===== config.mk =====
export PLATFORM = sky130hd
export DESIGN_NAME = if_stage
export DESIGN_NICKNAME = d
export VERILOG_FILES = /design/src/rtl/if_stage.sv
export SDC_FILE = /design/constraint.sdc
export NUM_CORES = 1
export LEC_CHECK = 0
export CAP_MARGIN = 20
export CORE_MARGIN = 2
export CORE_UTILIZATION = 35
export DETAILED_ROUTE_END_ITERATION = 16
export GPL_TIMING_DRIVEN = 0
export SYNTH_ARGS = -nofsm -noshare
export SYNTH_HDL_FRONTEND = slang
export SYNTH_SLANG_ARGS = --single-unit

===== constraint.sdc =====
create_clock -name clk -period 5.94 [get_ports clk]
set_input_delay 0.594 -clock clk [delete_from_list [all_inputs] [get_ports clk]]
set_output_delay 0.594 -clock clk [all_outputs]
set_load 0.03 [all_outputs]

===== src/rtl/if_stage.sv =====
// Instruction fetch stage: PC register, imem request and IF/ID register; optional stall counter under IF_STAGE_STALL_CNT_EN.
// Latency: one cycle from an accepted imem word to if_out/if_valid.
// Backpressure: freeze holds PC and IF/ID, a word returned during freeze is parked in a one-word buffer (HELD).
module if_stage #(
    parameter logic [31:0] RESET_PC = 32'h0000_0000
) (
    input  logic        clk,
    input  logic        rst,
    input  logic        freeze,
    input  logic        branch_taken,
    input  logic [31:0] branch_addr,
    output logic        imem_req,
    output logic [31:0] imem_addr,
    input  logic        imem_ready,
    input  logic [31:0] imem_rdata,
    output logic [63:0] if_out,
    output logic        if_valid,
    output logic [15:0] stall_cnt
);

    typedef enum logic {FETCH = 1'b0, HELD = 1'b1} state_t;

    state_t      state, state_nxt;
    logic [31:0] pc, pc_nxt;
    logic [31:0] word_buf, word_buf_nxt;
    logic [63:0] if_out_nxt;
    logic        if_valid_nxt;
    logic [31:0] pc_plus4;

    // Wraps modulo 2^32 naturally; branch targets are taken unaligned as given.
    assign pc_plus4  = pc + 32'd4;
    assign imem_req  = (state == FETCH);
    assign imem_addr = pc;

    always_ff @(posedge clk) begin
        if (rst) begin
            state    <= FETCH;
            pc       <= RESET_PC;
            word_buf <= 32'h0;
            if_out   <= 64'h0;
            if_valid <= 1'b0;
        end else begin
            state    <= state_nxt;
            pc       <= pc_nxt;
            word_buf <= word_buf_nxt;
            if_out   <= if_out_nxt;
            if_valid <= if_valid_nxt;
        end
    end

    always_comb begin
        state_nxt    = state;
        pc_nxt       = pc;
        word_buf_nxt = word_buf;
        if_out_nxt   = if_out;
        if_valid_nxt = if_valid;
        if (branch_taken) begin
            // Redirect wins over everything; any in-flight or buffered word is dropped.
            state_nxt    = FETCH;
            pc_nxt       = branch_addr;
            word_buf_nxt = 32'h0;
            if_out_nxt   = 64'h0;
            if_valid_nxt = 1'b0;
        end else begin
            case (state)
                FETCH: begin
                    if (imem_ready) begin
                        if (freeze) begin
                            word_buf_nxt = imem_rdata;
                            state_nxt    = HELD;
                        end else begin
                            if_out_nxt   = {pc_plus4, imem_rdata};
                            if_valid_nxt = 1'b1;
                            pc_nxt       = pc_plus4;
                        end
                    end else if (!freeze) begin
                        if_out_nxt   = 64'h0;
                        if_valid_nxt = 1'b0;
                    end
                end
                HELD: begin
                    if (!freeze) begin
                        if_out_nxt   = {pc_plus4, word_buf};
                        if_valid_nxt = 1'b1;
                        pc_nxt       = pc_plus4;
                        state_nxt    = FETCH;
                    end
                end
                default: state_nxt = FETCH;
            endcase
        end
    end

`ifdef IF_STAGE_STALL_CNT_EN
    logic [15:0] stall_cnt_q;

    always_ff @(posedge clk) begin
        if (rst) begin
            stall_cnt_q <= 16'h0;
        end else if (imem_req && !imem_ready && (stall_cnt_q != 16'hFFFF)) begin
            stall_cnt_q <= stall_cnt_q + 16'd1;
        end
    end

    assign stall_cnt = stall_cnt_q;
`else
    assign stall_cnt = 16'h0000;
`endif

endmodule


==> results of run 1 <==
[logic make-up (layout without fill, tap and decap cells)]
family,Yosys count,count (layout)
other cells,1,16
flops,130,130
fa+ha+maj,1,1
xor+xnor,23,23
mux,2,2
simple gates,335,335
compound gates,186,186
buf+inv,94,289
[critical path: cells and delay by family]
kind            cells  cell delay (ns)
simple gates        1             0.70
compound gates      3             0.68
buf+inv             3             1.22
[flip-flops by register name, summed over array words and instances, names as in the netlist]
register	count
state	1
imem_addr	32
word_buf	32
if_valid	1
if_out	64
[layer usage]
| layer | vias up | global-route usage [%] | routed length [µm] |
|---|---|---|---|
| met5 | - | 0 | 0 |
| met4 | 0 | 7.35 | 394 |
| met3 | 29 | 6.36 | 1730 |
| met2 | 245 | 34.5 | 9030 |
| met1 | 2894 | 29.2 | 9040 |
| li1 | 3104 | - | - |
[power breakdown]
group          internal [mW]  total [mW]  switching [mW]
Clock                  0.706        1.11           0.408
Combinational          0.130       0.310           0.180
Sequential             0.900       0.931          0.0308
[cells in the final DEF, fill, tap and decap left out, types with 5 or more instances in the layout]
master	count
xor2_1	10
a2111oi_0	5
buf_4	16
inv_1	10
dfxtp_1	130
a311oi_1	6
nor2_1	58
buf_2	14
a21oi_1	98
nand3b_1	32
and3_1	7
xnor2_1	13
and4_1	5
or4_1	16
o21ai_0	18
conb_1	16
a31oi_1	6
nor4_1	8
o211ai_1	16
clkbuf_16	17
buf_1	10
a211oi_1	12
and2_1	7
nand3_1	28
clkdlybuf4s50_1	163
clkbuf_1	43
nand2_1	138
nand4_1	18
[metrics by stage]
stage                     utilization [%]  worst slack (ns)
after floorplan                         -              3.69
after global placement               47.0              2.71
after detailed placement             47.0              2.70
after CTS                            50.7              3.13
after global routing                 50.7              2.94
final                                50.7              3.08
[worst max path at each step]
| stage | startpoint | to | slack, ns | cells after the start |
|---|---|---|---|---|
| after floorplan | imem_addr[2]$_SDFFE_PP0P_ | if_out[48]$_SDFFE_PP0P_ | 3.69 | 8 |
| after global placement | freeze | imem_addr[29]$_SDFFE_PP0P_ | 2.71 | 7 |
| after detailed placement | freeze | imem_addr[30]$_SDFFE_PP0P_ | 2.70 | 7 |
| after CTS | freeze | imem_addr[30]$_SDFFE_PP0P_ | 3.13 | 7 |
| after global routing | freeze | imem_addr[30]$_SDFFE_PP0P_ | 2.94 | 7 |
| final | freeze | imem_addr[30]$_SDFFE_PP0P_ | 3.08 | 7 |
[cell type report]
cell class,count,area (µm²)
plain buffers,84,394
well taps,225,282
fillers,1711,8440
clock buffers,21,480
repair buffers,163,1630
multi-input cells,563,3100
clock inverters,11,150
inverters,10,37.5
flip-flops and latches,130,2600
==> flow_metrics.tcl, run 1 <==
set metrics [dict create \
    crit_type "in -> reg" \
    place_congestion 0.904 \
    ff2ff_path_depth 8 \
    grt_start_max_net_pins 17 \
    timing.final.crit_share_pct 48.2 \
    synth-edff-count 0 \
    ys_dominant_reg_cell "dfxtp_1" \
    hold_buffers 0 \
    synth.top_cells.by_count "nand2_1, dfxtp_1, a21oi_1" \
    hold_viol_final 0 \
    power_mw 2.35 \
    netlist_instances 772 \
    design_area_um2 8670 \
    maxCapViolCount 0 \
    cp_max_fo 10 \
    period_minus_slack_ns 2.86 \
    synth_fa_ha_area_share_pct 0.206 \
    first_global_vias 5913 \
    synth_mux_area_share_pct 0.330 \
    instances_no_fill 1207 \
    worstMarginPinSlew_ns 0.893 \
    slew_headroom_pct 40.2 \
    antenna_cells 0 \
    cts_tree "built" \
    yosysUniqueCellTypes 50 \
    startpoint_type "input port" \
    p_leak_nw 3.00 \
    hold_start "if_valid$_SDFFE_PP0P_" \
    num_rows 48 \
    end_kind "flip-flop" \
    hpwlAfterDp_um 14600 \
    max_freq_mhz 349 \
    synthArstFlopShare_pct 0 \
    skew_ns 0.00800 \
    post-cts-setup-buffers 0 \
    holdPathEnd "if_valid$_SDFFE_PP0P_" \
    setup_tns_ns 0 \
    final_nets 1039 \
    drtIter0Drc 368 \
    clk_path_buf_depth 2 \
    port_buffers 163 \
    core_area_um2 17100 \
    drtPass1Iterations 5 \
    grt_pass1_wl_um 31700 \
    dieArea_um2 18400 \
    fp.dieW_um 136 \
    detail_route.wl_per_cell_um 16.7 \
    cts-htree-levels 4 \
    powerDensity_nw_per_um2 271 \
    insertion_delay_ns 0.43 \
    dieHeight_um 136 \
    place_area_um2 8040 \
    synth.most_common_cell "nand2_1" \
    synth_area_um2 6070 \
    peakVddDrop_v 0.000204 \
    hold_depth 2 \
    setup_viol 0 \
    viasPerCell 5.20 \
    outcome "complete, no violations" \
    cpPeakStageDelay_ns 0.70 \
    worstPathCellList "clkdlybuf4s50_1, o21bai_1, buf_2, nor2_1, buf_2, o211ai_1, o211ai_1" \
    cts_resized 0 \
    critPathRequiredTime_ns 6.29 \
    cts_buffers 17 \
    synthTopCellsByArea "dfxtp_1, nand2_1, a21oi_1" \
    yosys_warnings 0 \
    reg2reg_slack_ns 3.34 \
    synth.ff_latch_count 130 \
    synth_top_area_share_pct 42.8 \
    root_buffer "clkbuf_16" \
    dp_cells 1175 \
    synth_top_family_by_area "simple AND/OR/NAND/NOR gates" \
    yosys.area_share.simple_pct 27.4 \
    grt-ovfl-total 0 \
    synth_compound_area_share_pct 18.7 \
    drc_errors 0 \
    initial_utilization_pct 35.5 \
    critPathArrivalTime_ns 3.21 \
    report.final.slew_viol_count 0 \
    clkTransAtPathRegs_ns 0.06 \
    cts_num_sinks 130 \
    r2r_end "if_out[50]$_SDFFE_PP0P_" \
    antenna_found_initial 0 \
    pin_count 183 \
    syn_avg_cell_area_um2 7.87 \
    slowest_stage "nor2_1" \
    hold_class "reg -> reg" \
    area_growth_pct 42.8 \
    synth_largest_area_cell "dfxtp_1" \
    rsz0062_at_grt "no" \
    via_count 6272 \
    final_layout_size_suffix_gt1_share_pct 7.03 \
    yosysSeqAreaShare_pct 42.8 \
    antenna_left 0 \
    routed_wl_um 20200 \
    synth_xor_area_share_pct 3.32 \
    hold_ws_ns 0.445 \
    gr-usage-all-layers_pct 22.1 \
    r2r-start "imem_addr[2]$_SDFFE_PP0P_" \
]
No activity file was read; power rests on OpenSTA's default activity.
==> run 2, diff against run 1 <==
==> constraint.sdc (replaced) <==
create_clock -name clk -period 2.3 [get_ports clk]
set_input_delay 0.23 -clock clk [delete_from_list [all_inputs] [get_ports clk]]
set_output_delay 0.23 -clock clk [all_outputs]
set_load 0.03 [all_outputs]
==> run 2 against run 1 <==
Hold slack worse by 0.16 ns. Worst setup slack worse by 3.0 ns. Die area stayed put. Highest routed layer unchanged.
==> flow_metrics.tcl, run 2 (synthesis results as in run 1) <==
set metrics [dict create \
    via_count 6303 \
    multi_input_area_um2 3110 \
    holdPathEnd "imem_addr[14]$_SDFFE_PP0P_" \
    startpoint_type "flip-flop" \
    worstMarginPinSlew_ns 0.693 \
    design_area_um2 8710 \
    area_growth_pct 43.3 \
    final_util_pct 50.9 \
    fp.dieW_um 136 \
    mostFrequentLayoutCell "clkdlybuf4s50_1" \
    place_congestion 0.904 \
    initial_utilization_pct 35.5 \
    most-common-layout-cells "clkdlybuf4s50_1, nand2_1, dfxtp_1, a21oi_1, nor2_1" \
    hold_depth 2 \
    crit_type "reg -> reg" \
    setup_viol 0 \
    maxCapViolCount 0 \
    grt_start_max_net_pins 17 \
    skew_ns 0.00845 \
    grt_use_met1_pct 29.3 \
    dieHeight_um 136 \
    final_nets 1040 \
    grt_pass1_wl_um 31700 \
    detail_route.wl_per_cell_um 16.7 \
    fill_cells 1706 \
    drtPass1Iterations 5 \
    max_freq_mhz 457 \
    hold_buffers 0 \
    grt_use_met2_pct 34.4 \
    setup_ws_ns 0.114 \
    peakVddDrop_v 0.000521 \
    dieArea_um2 18400 \
    cts_tree "built" \
    cts_buffers 17 \
    slowest_stage "or4_1" \
    drc_errors 0 \
    rsz0062_at_grt "no" \
    cts-htree-levels 4 \
    globalRoute.busiestLayer "met2" \
    cpPeakStageDelay_ns 0.50 \
    gr-usage-met3_pct 6.32 \
    viasPerCell 5.22 \
    hold_ws_ns 0.289 \
    num_rows 48 \
    routed_wl_um 20200 \
    clkTransAtPathRegs_ns 0.06 \
    r2r_end "imem_addr[29]$_SDFFE_PP0P_" \
    reg2reg_slack_ns 0.11 \
    cts_num_sinks 130 \
    worstPathCellList "buf_2, and4_1, buf_2, nand3_2, clkbuf_1, or4_1, o211ai_1" \
    power_mw 6.08 \
    critPathArrivalTime_ns 2.53 \
    seq_area_um2 2610 \
    period_minus_slack_ns 2.19 \
    critPathRequiredTime_ns 2.64 \
    dp_slack_ns -0.573 \
    grt-ovfl-total 0 \
    regMostFlops "if_out" \
    antenna_cells 0 \
    antenna_found_initial 0 \
    timing.final.crit_share_pct 95.0 \
    pin_count 183 \
    hpwlAfterDp_um 14600 \
    drtIter0Drc 396 \
    insertion_delay_ns 0.43 \
    r2r-start "imem_addr[9]$_SDFFE_PP0P_" \
    slew_headroom_pct 53.8 \
    report.final.slew_viol_count 0 \
    end_kind "flip-flop" \
    outcome "complete, no violations" \
    cp_common_cell "buf_2" \
    core_area_um2 17100 \
    root_buffer "clkbuf_16" \
    hold_start "rst" \
    first_global_vias 5910 \
    clk_path_buf_depth 2 \
    p_leak_nw 3.02 \
    cp_max_fo 10 \
    port_buffers 163 \
    final_layout_size_suffix_gt1_share_pct 7.93 \
    antenna_left 0 \
    largest_reg_flops 64 \
    ff2ff_path_depth 7 \
    hold_class "in -> reg" \
    hold_viol_final 0 \
    gr-usage-all-layers_pct 22.1 \
    powerDensity_nw_per_um2 698 \
    place_area_um2 8040 \
]
run 2: worst max-delay path by stage:
stage                     slack (ns)                      start                    endpoint  cells after the start
final                           0.11  imem_addr[9]$_SDFFE_PP0P_  imem_addr[29]$_SDFFE_PP0P_                      7
after global routing           0.006  imem_addr[4]$_SDFFE_PP0P_     if_out[50]$_SDFFE_PP0P_                      7
after CTS                       0.03                     freeze  imem_addr[15]$_SDFFE_PP0P_                      7
after detailed placement       -0.57                     freeze  imem_addr[30]$_SDFFE_PP0P_                      7
after global placement         -0.56                     freeze  imem_addr[29]$_SDFFE_PP0P_                      7
after floorplan                 0.05  imem_addr[2]$_SDFFE_PP0P_     if_out[48]$_SDFFE_PP0P_                      8
run 2: layer usage:
metal  vias to the layer above  wire length (µm)  share of wire, %
li1                       3105                 -                 -
met1                      2923              8960                44
met2                       247              9130                45
met3                        28              1780               8.8
met4                         0               346               1.7
met5                         -                 0                 0
run 2: worst max-delay path: cells and delay by family (launching register included):
family          cells  cell delay [ns]
simple gates        3             0.92
compound gates      1             0.11
buf+inv             3             0.74
flops               1             0.33
run 2: per-stage QoR:
| stage | instances | setup TNS, ns |
|---|---|---|
| 3_3_place_gp | 1175 | -14.14 |
| 6_report | 1208 | 0 |
| 3_5_place_dp | 1175 | -14.27 |
| 5_1_grt | 1208 | 0 |
| 4_1_cts | 1206 | 0 |
| 2_1_floorplan | 787 | 0 |
run 2: power breakdown:
group	total [mW]	internal (mW)	switching (mW)
Combinational	0.803	0.336	0.467
Sequential	2.40	2.32	0.0802
Clock	2.87	1.82	1.05
Total	6.08	4.48	1.60
run 2: final cells by class:
class                   instances  share of cell area [%]
multi-input cells             563                    35.8
plain buffers                  83                    4.51
clock inverters                11                    1.72
clock buffers                  21                    5.52
inverters                      10                   0.431
repair buffers                165                    18.9
flip-flops and latches        130                    29.9
well taps                     225                    3.23
run 2: repair_timing:
action / 4_1_cts / 5_1_grt
setup endpoints to repair: 16 / 23
resized for setup: 4 / 5
buffers inserted: 0 / 2
pin swaps: 0 / 2
